$ cat config.mk
export PLATFORM = sky130hd
export DESIGN_NAME = uart_rx_ctrl
export DESIGN_NICKNAME = d
export VERILOG_FILES = /design/src/rtl/uart_rx_ctrl.sv
export SDC_FILE = /design/constraint.sdc
export NUM_CORES = 1
export LEC_CHECK = 0
export CAP_MARGIN = 20
export CORE_UTILIZATION = 53
export DETAILED_ROUTE_END_ITERATION = 12
export GPL_ROUTABILITY_DRIVEN = 0
export GPL_TIMING_DRIVEN = 0
export PLACE_DENSITY = 0.73
export SYNTH_ARGS = -nofsm -noshare
export SYNTH_HDL_FRONTEND = slang
export SYNTH_SLANG_ARGS = --single-unit
export TNS_END_PERCENT = 50
$ cat constraint.sdc
create_clock -name clk -period 2.8 [get_ports clk]
set_input_delay 0.28 -clock clk [delete_from_list [all_inputs] [get_ports clk]]
set_output_delay 0.28 -clock clk [all_outputs]
set_load 0.1 [all_outputs]
$ cat src/rtl/uart_rx_ctrl.sv
// Receive-side controller for the APB UART: show-ahead RX FIFO, rts_n hysteresis,
// threshold/overrun status, and character timeout (built only with UART_RX_TIMEOUT_EN).
module uart_rx_ctrl #(
    parameter int unsigned DATA_WIDTH    = 8,
    parameter int unsigned FIFO_DEPTH    = 16,
    parameter int unsigned RTS_MARGIN    = 2,
    parameter int unsigned TIMEOUT_CHARS = 4,
    localparam int unsigned LVL_W        = $clog2(FIFO_DEPTH + 1)
) (
    input  logic                  clk,
    input  logic                  reset_n,
    input  logic                  clken,
    input  logic                  rx_en,
    input  logic                  fifo_flush,
    input  logic                  rx_wr_req,
    input  logic [DATA_WIDTH-1:0] rx_data_in,
    input  logic                  rd_req,
    output logic [DATA_WIDTH-1:0] rd_data,
    output logic [LVL_W-1:0]      rx_level,
    output logic                  rx_empty,
    output logic                  rx_full,
    input  logic [LVL_W-1:0]      thr,
    output logic                  irq_thr,
    output logic                  irq_tout,
    output logic                  ovr,
    input  logic                  ovr_clr,
    output logic                  rts_n
);

    localparam int unsigned PTR_W = $clog2(FIFO_DEPTH);
    localparam logic [LVL_W-1:0] LVL_FULL = LVL_W'(FIFO_DEPTH);
    localparam logic [LVL_W-1:0] LVL_RTS_HI = LVL_W'(FIFO_DEPTH - RTS_MARGIN);
    localparam logic [LVL_W-1:0] LVL_RTS_LO = LVL_W'(FIFO_DEPTH / 2);

    logic [DATA_WIDTH-1:0] mem [FIFO_DEPTH];
    logic [PTR_W-1:0]      wr_ptr;
    logic [PTR_W-1:0]      rd_ptr;

    logic                  do_push;
    logic                  do_pop;
    logic                  ovr_set;
    logic [LVL_W-1:0]      level_n;
    logic [PTR_W-1:0]      rd_ptr_n;
    logic [DATA_WIDTH-1:0] head_n;

    // Accept/drop decisions and next-state of level, read pointer and head register
    always_comb begin
        do_pop   = rd_req & ~rx_empty & ~fifo_flush;
        do_push  = rx_wr_req & rx_en & (~rx_full | (rd_req & ~rx_empty)) & ~fifo_flush;
        ovr_set  = rx_wr_req & rx_en & rx_full & ~rd_req & ~fifo_flush;
        level_n  = rx_level + LVL_W'(do_push) - LVL_W'(do_pop);
        rd_ptr_n = rd_ptr + PTR_W'(do_pop);
        head_n   = rd_data;
        if (fifo_flush) begin
            level_n  = '0;
            rd_ptr_n = '0;
        end else if (do_push && (rd_ptr_n == wr_ptr)) begin
            head_n = rx_data_in;
        end else if (level_n != '0) begin
            head_n = mem[rd_ptr_n];
        end
    end

    always_ff @(posedge clk) begin
        if (do_push) begin
            mem[wr_ptr] <= rx_data_in;
        end
    end

    always_ff @(posedge clk or negedge reset_n) begin
        if (!reset_n) begin
            wr_ptr   <= '0;
            rd_ptr   <= '0;
            rx_level <= '0;
            rx_empty <= 1'b1;
            rx_full  <= 1'b0;
            rd_data  <= '0;
            irq_thr  <= 1'b0;
            rts_n    <= 1'b0;
            ovr      <= 1'b0;
        end else begin
            wr_ptr   <= fifo_flush ? '0 : wr_ptr + PTR_W'(do_push);
            rd_ptr   <= rd_ptr_n;
            rx_level <= level_n;
            rx_empty <= (level_n == '0);
            rx_full  <= (level_n == LVL_FULL);
            rd_data  <= head_n;
            irq_thr  <= (thr != '0) && (rx_level >= thr);
            // Hysteresis: between the two marks rts_n keeps its last value
            if (rx_level >= LVL_RTS_HI) begin
                rts_n <= 1'b1;
            end else if (rx_level <= LVL_RTS_LO) begin
                rts_n <= 1'b0;
            end
            if (ovr_set) begin
                ovr <= 1'b1;
            end else if (ovr_clr) begin
                ovr <= 1'b0;
            end
        end
    end

`ifdef UART_RX_TIMEOUT_EN
    typedef enum logic [1:0] {T_IDLE, T_ARMED, T_EXPIRED} tout_state_t;

    localparam logic [15:0] TOUT_LAST = 16'(TIMEOUT_CHARS * 160 - 1);

    tout_state_t tstate;
    logic [15:0] tcnt;

    // Character timeout: counts clken ticks with no FIFO activity while data waits
    always_ff @(posedge clk or negedge reset_n) begin
        if (!reset_n) begin
            tstate   <= T_IDLE;
            tcnt     <= '0;
            irq_tout <= 1'b0;
        end else if (fifo_flush) begin
            tstate   <= T_IDLE;
            tcnt     <= '0;
            irq_tout <= 1'b0;
        end else begin
            irq_tout <= 1'b0;
            case (tstate)
                T_IDLE: begin
                    tcnt <= '0;
                    if (level_n != '0) begin
                        tstate <= T_ARMED;
                    end
                end
                T_ARMED: begin
                    if (level_n == '0) begin
                        tstate <= T_IDLE;
                        tcnt   <= '0;
                    end else if (do_push || do_pop) begin
                        tcnt <= '0;
                    end else if (clken) begin
                        if (tcnt == TOUT_LAST) begin
                            tstate   <= T_EXPIRED;
                            tcnt     <= '0;
                            irq_tout <= 1'b1;
                        end else begin
                            tcnt <= tcnt + 16'd1;
                        end
                    end
                end
                T_EXPIRED: begin
                    tcnt <= '0;
                    if (level_n == '0) begin
                        tstate <= T_IDLE;
                    end else if (do_push || do_pop) begin
                        tstate <= T_ARMED;
                    end else begin
                        irq_tout <= 1'b1;
                    end
                end
                default: begin
                    tstate <= T_IDLE;
                    tcnt   <= '0;
                end
            endcase
        end
    end
`else
    logic unused_tout;
    assign unused_tout = clken | (TIMEOUT_CHARS == 0);
    assign irq_tout    = 1'b0;
`endif

endmodule

==> metrics.yaml <==
drt:
  viasPerCell: 5.742
  ant_nets: 0
  firstDrtPassIters: 4
  num_vias: 3273
  routedWlPerCell_um: 22.50
  route.detailed.drc: 0
  drt_iter0_markers: 228
  finalWirelength_um: 12830
clocking:
  cts_root_buf: "clkbuf_16"
  cts_made_buffers: 17
  htreeDepth: 4
  cts_tree: "yes"
  clockBufferDepth: 2
  cts_sinks: 154
  clk_pin_slew_worst_paths_ns: 0.06
  hold_buffers: 0
  worstSkewPairLatency_ns: 0.43
logic_synthesis:
  syn_area_mm2: 0.006539
  synth_area_per_cell_um2: 19.01
  synth.yosys.warnings: 0
  yosysSeqAreaShare_pct: 68.75
  synth_edf_count: 128
  synthCells: 344
  syn_nets: 385
  synthDistinctLibCells: 40
  synth-seq-cells: 154
  synthArstFlopShare_pct: 16.88
  ys.flop_type: "edfxtp_1"
global_route:
  grt_pass1_wl_um: 19390
  grt_remaining_overflow: 0
  grt_pass1_vias: 3335
  grt_max_degree: 18
  grtUsageTotal_pct: 22.00
  antenna_found_initial: 0
critical_path:
  crit_slowest_cell: "dfstp_4"
  worstPathMaxFanout: 5
  cpPeakStageDelay_ns: 0.61
  cp_top_family: "adder cells"
  crit_path_start_kind: "register"
  critPathKind: "reg -> reg"
  cp.required_ns: 3.09
  arrival_ns: 3.30
  crit_chain: "nand2b_4 > a21o_1 > ha_1 > inv_1 > ha_2 > inv_2 > fa_2 > o21bai_1 > a21oi_1 > xnor2_1 > a41oi_2 > buf_6 > mux2i_1 > o21ai_1"
  end_kind: "register"
  crit_buf_inv: 3
sta:
  clock_skew_ns: 0.01459
  fin_setup_tns_ns: -1.472
  rsz0062_at_grt: "yes"
  drv_slew: 0
  timing.final.crit_share_pct: 107.6
  whs_ns: 0.2757
  setup_ws_ns: -0.2114
  slew_headroom_pct: 33.88
  period_minus_slack_ns: 3.011
  hold_violations: 0
  tightest_slew_ns: 0.9888
  final-setup-viol-count: 8
  max_freq_mhz: 332.1
run_status:
  status: "finished, violations left"
  violations: "negative setup slack"
placement:
  place_ws_ns: -1.127
  dp.cells: 533
  dpl.hpwl_um: 8430
  numPortBuffers: 37
  placed_area_mm2: 0.007159
layout:
  area_growth_pct: 20.15
  multiInputGateArea_mm2: 0.001912
  finalNonFillerCells: 570
  final_area_mm2: 0.007856
  post-route-util_pct: 65.41
  nFillCells: 794
  regArea_mm2: 0.004501
  antenna_cells: 0
  nNetsFinal: 452
  drive_gt1_share_pct: 18.20
floorplan:
  dieArea_mm2: 0.01279
  fp-row-count: 40
  dieHeight_um: 113.1
  die_w_um: 113.1
  start_util_pct: 54.44
  pin_count: 40
  core_area_mm2: 0.01201
power_and_ir_drop:
  leakage_nw: 2.797
  power_mw: 7.148
  powerDensity_mw_per_mm2: 909.8
  ir_worst_vdd_v: 0.0005371
min_path:
  hold_path.class: "in -> async"
job:
  cap_viol_max_count: 0
-- worst register-to-register path: cells and delay by family, from the launching register on --
| family | cells | cell delay [ns] |
|---|---|---|
| flops | 1 | 0.61 |
| mux | 1 | 0.22 |
| xor+xnor | 1 | 0.17 |
| compound gates | 5 | 0.73 |
| buf+inv | 3 | 0.29 |
| simple gates | 1 | 0.12 |
| fa+ha+maj | 3 | 0.75 |
-- cell type report --
| type | count | share of cell area (%) |
|---|---|---|
| clock inverters | 14 | 2.277 |
| flip-flops and latches | 154 | 57.29 |
| repair buffers | 49 | 5.940 |
| inverters | 17 | 0.8122 |
| well taps | 147 | 2.341 |
| clock buffers | 17 | 5.415 |
| multi-input cells | 159 | 24.34 |
| plain buffers | 13 | 1.593 |
-- metal layers --
layer	global-route usage (%)	vias to the layer above	share of wire [%]
met3	6.374	13	6.1
met2	35.34	100	50
met1	29.02	1663	42
li1	-	1497	-
met4	7.807	0	1.8
met5	0	-	0
-- final timing paths --
path                            slack, ns  cells past startpoint        from     endpoint
worst min-delay path                 0.28                      1     reset_n  rx_level[0]
worst max-delay path                -0.21                     14    rx_empty   rd_data[2]
max in group asynchronous            1.98                      2     reset_n   rd_data[4]
worst min register to register       0.55                      2         ovr          ovr
worst max register to register      -0.21                     14    rx_empty   rd_data[2]
min in group clk                     0.38                      2  fifo_flush    wr_ptr[0]
-- placed cells by master (no fill, tap or decap), types with 5 or more instances in the layout --
master | Yosys | final
a21oi_1 | 5 | 5
buf_4 | 2 | 13
clkbuf_16 | 0 | 17
clkdlybuf4s50_1 | 0 | 36
dfrtp_1 | 25 | 24
edfxtp_1 | 128 | 128
ha_1 | 19 | 17
inv_1 | 16 | 15
mux2i_1 | 8 | 8
mux4_1 | 27 | 26
mux4_2 | 13 | 14
nand2_1 | 10 | 10
nor2_1 | 21 | 20
nor2b_1 | 6 | 6
o21ai_1 | 2 | 8
xnor2_1 | 8 | 8
-- cells in the mapped netlist (2+ instances only) --
master	number	share of area [%]
inv_1	16	0.92
clkbuf_1	7	0.40
ha_1	19	3.6
dfrtp_1	25	9.6
a21oi_1	5	0.38
a21o_1	4	0.46
xnor2_1	8	1.1
edfxtp_1	128	59
nand3b_1	3	0.34
nand2_1	10	0.57
nand2b_1	4	0.38
nor2_1	21	1.2
nor3_1	4	0.31
buf_6	3	0.52
mux4_2	13	4.5
buf_4	2	0.23
mux2i_1	8	1.2
nor2b_1	6	0.57
nand3_1	4	0.31
o21bai_1	2	0.23
o21ai_1	2	0.15
mux4_1	27	11
o21ai_0	6	0.46
-- registers in the layout, summed over array words and instances (netlist names) --
| register | flops |
|---|---|
| irq_thr | 1 |
| mem | 128 |
| ovr | 1 |
| rd_data | 8 |
| rd_ptr | 4 |
| rts_n | 1 |
| rx_empty | 1 |
| rx_full | 1 |
| rx_level | 5 |
| wr_ptr | 4 |
-- where the power goes --
| part | internal (mW) | total [mW] | switching [mW] | leakage [nW] |
|---|---|---|---|---|
| Sequential | 2.62 | 2.71 | 0.0962 | 1.49 |
| Combinational | 0.742 | 2.08 | 1.34 | 1.02 |
| Clock | 1.47 | 2.35 | 0.879 | 0.291 |
| Total | 4.83 | 7.15 | 2.32 | 2.80 |
-- logic make-up after synthesis --
logic type	count (synthesis)	share of synthesized area [%]
mux	48	16.55
other cells	1	0.05735
compound gates	23	2.220
flops	154	68.75
xor+xnor	11	1.875
fa+ha+maj	20	3.942
simple gates	56	4.172
buf+inv	31	2.430
-- timing repair --
item | 4_1_cts | 5_1_grt
endpoints found under the setup margin | 10 | 10
gates cloned | 1 | 0
buffers inserted | 4 | 2
resized for setup | 18 | 0
pin swaps | 2 | 0
No activity file was read; power rests on OpenSTA's default activity.
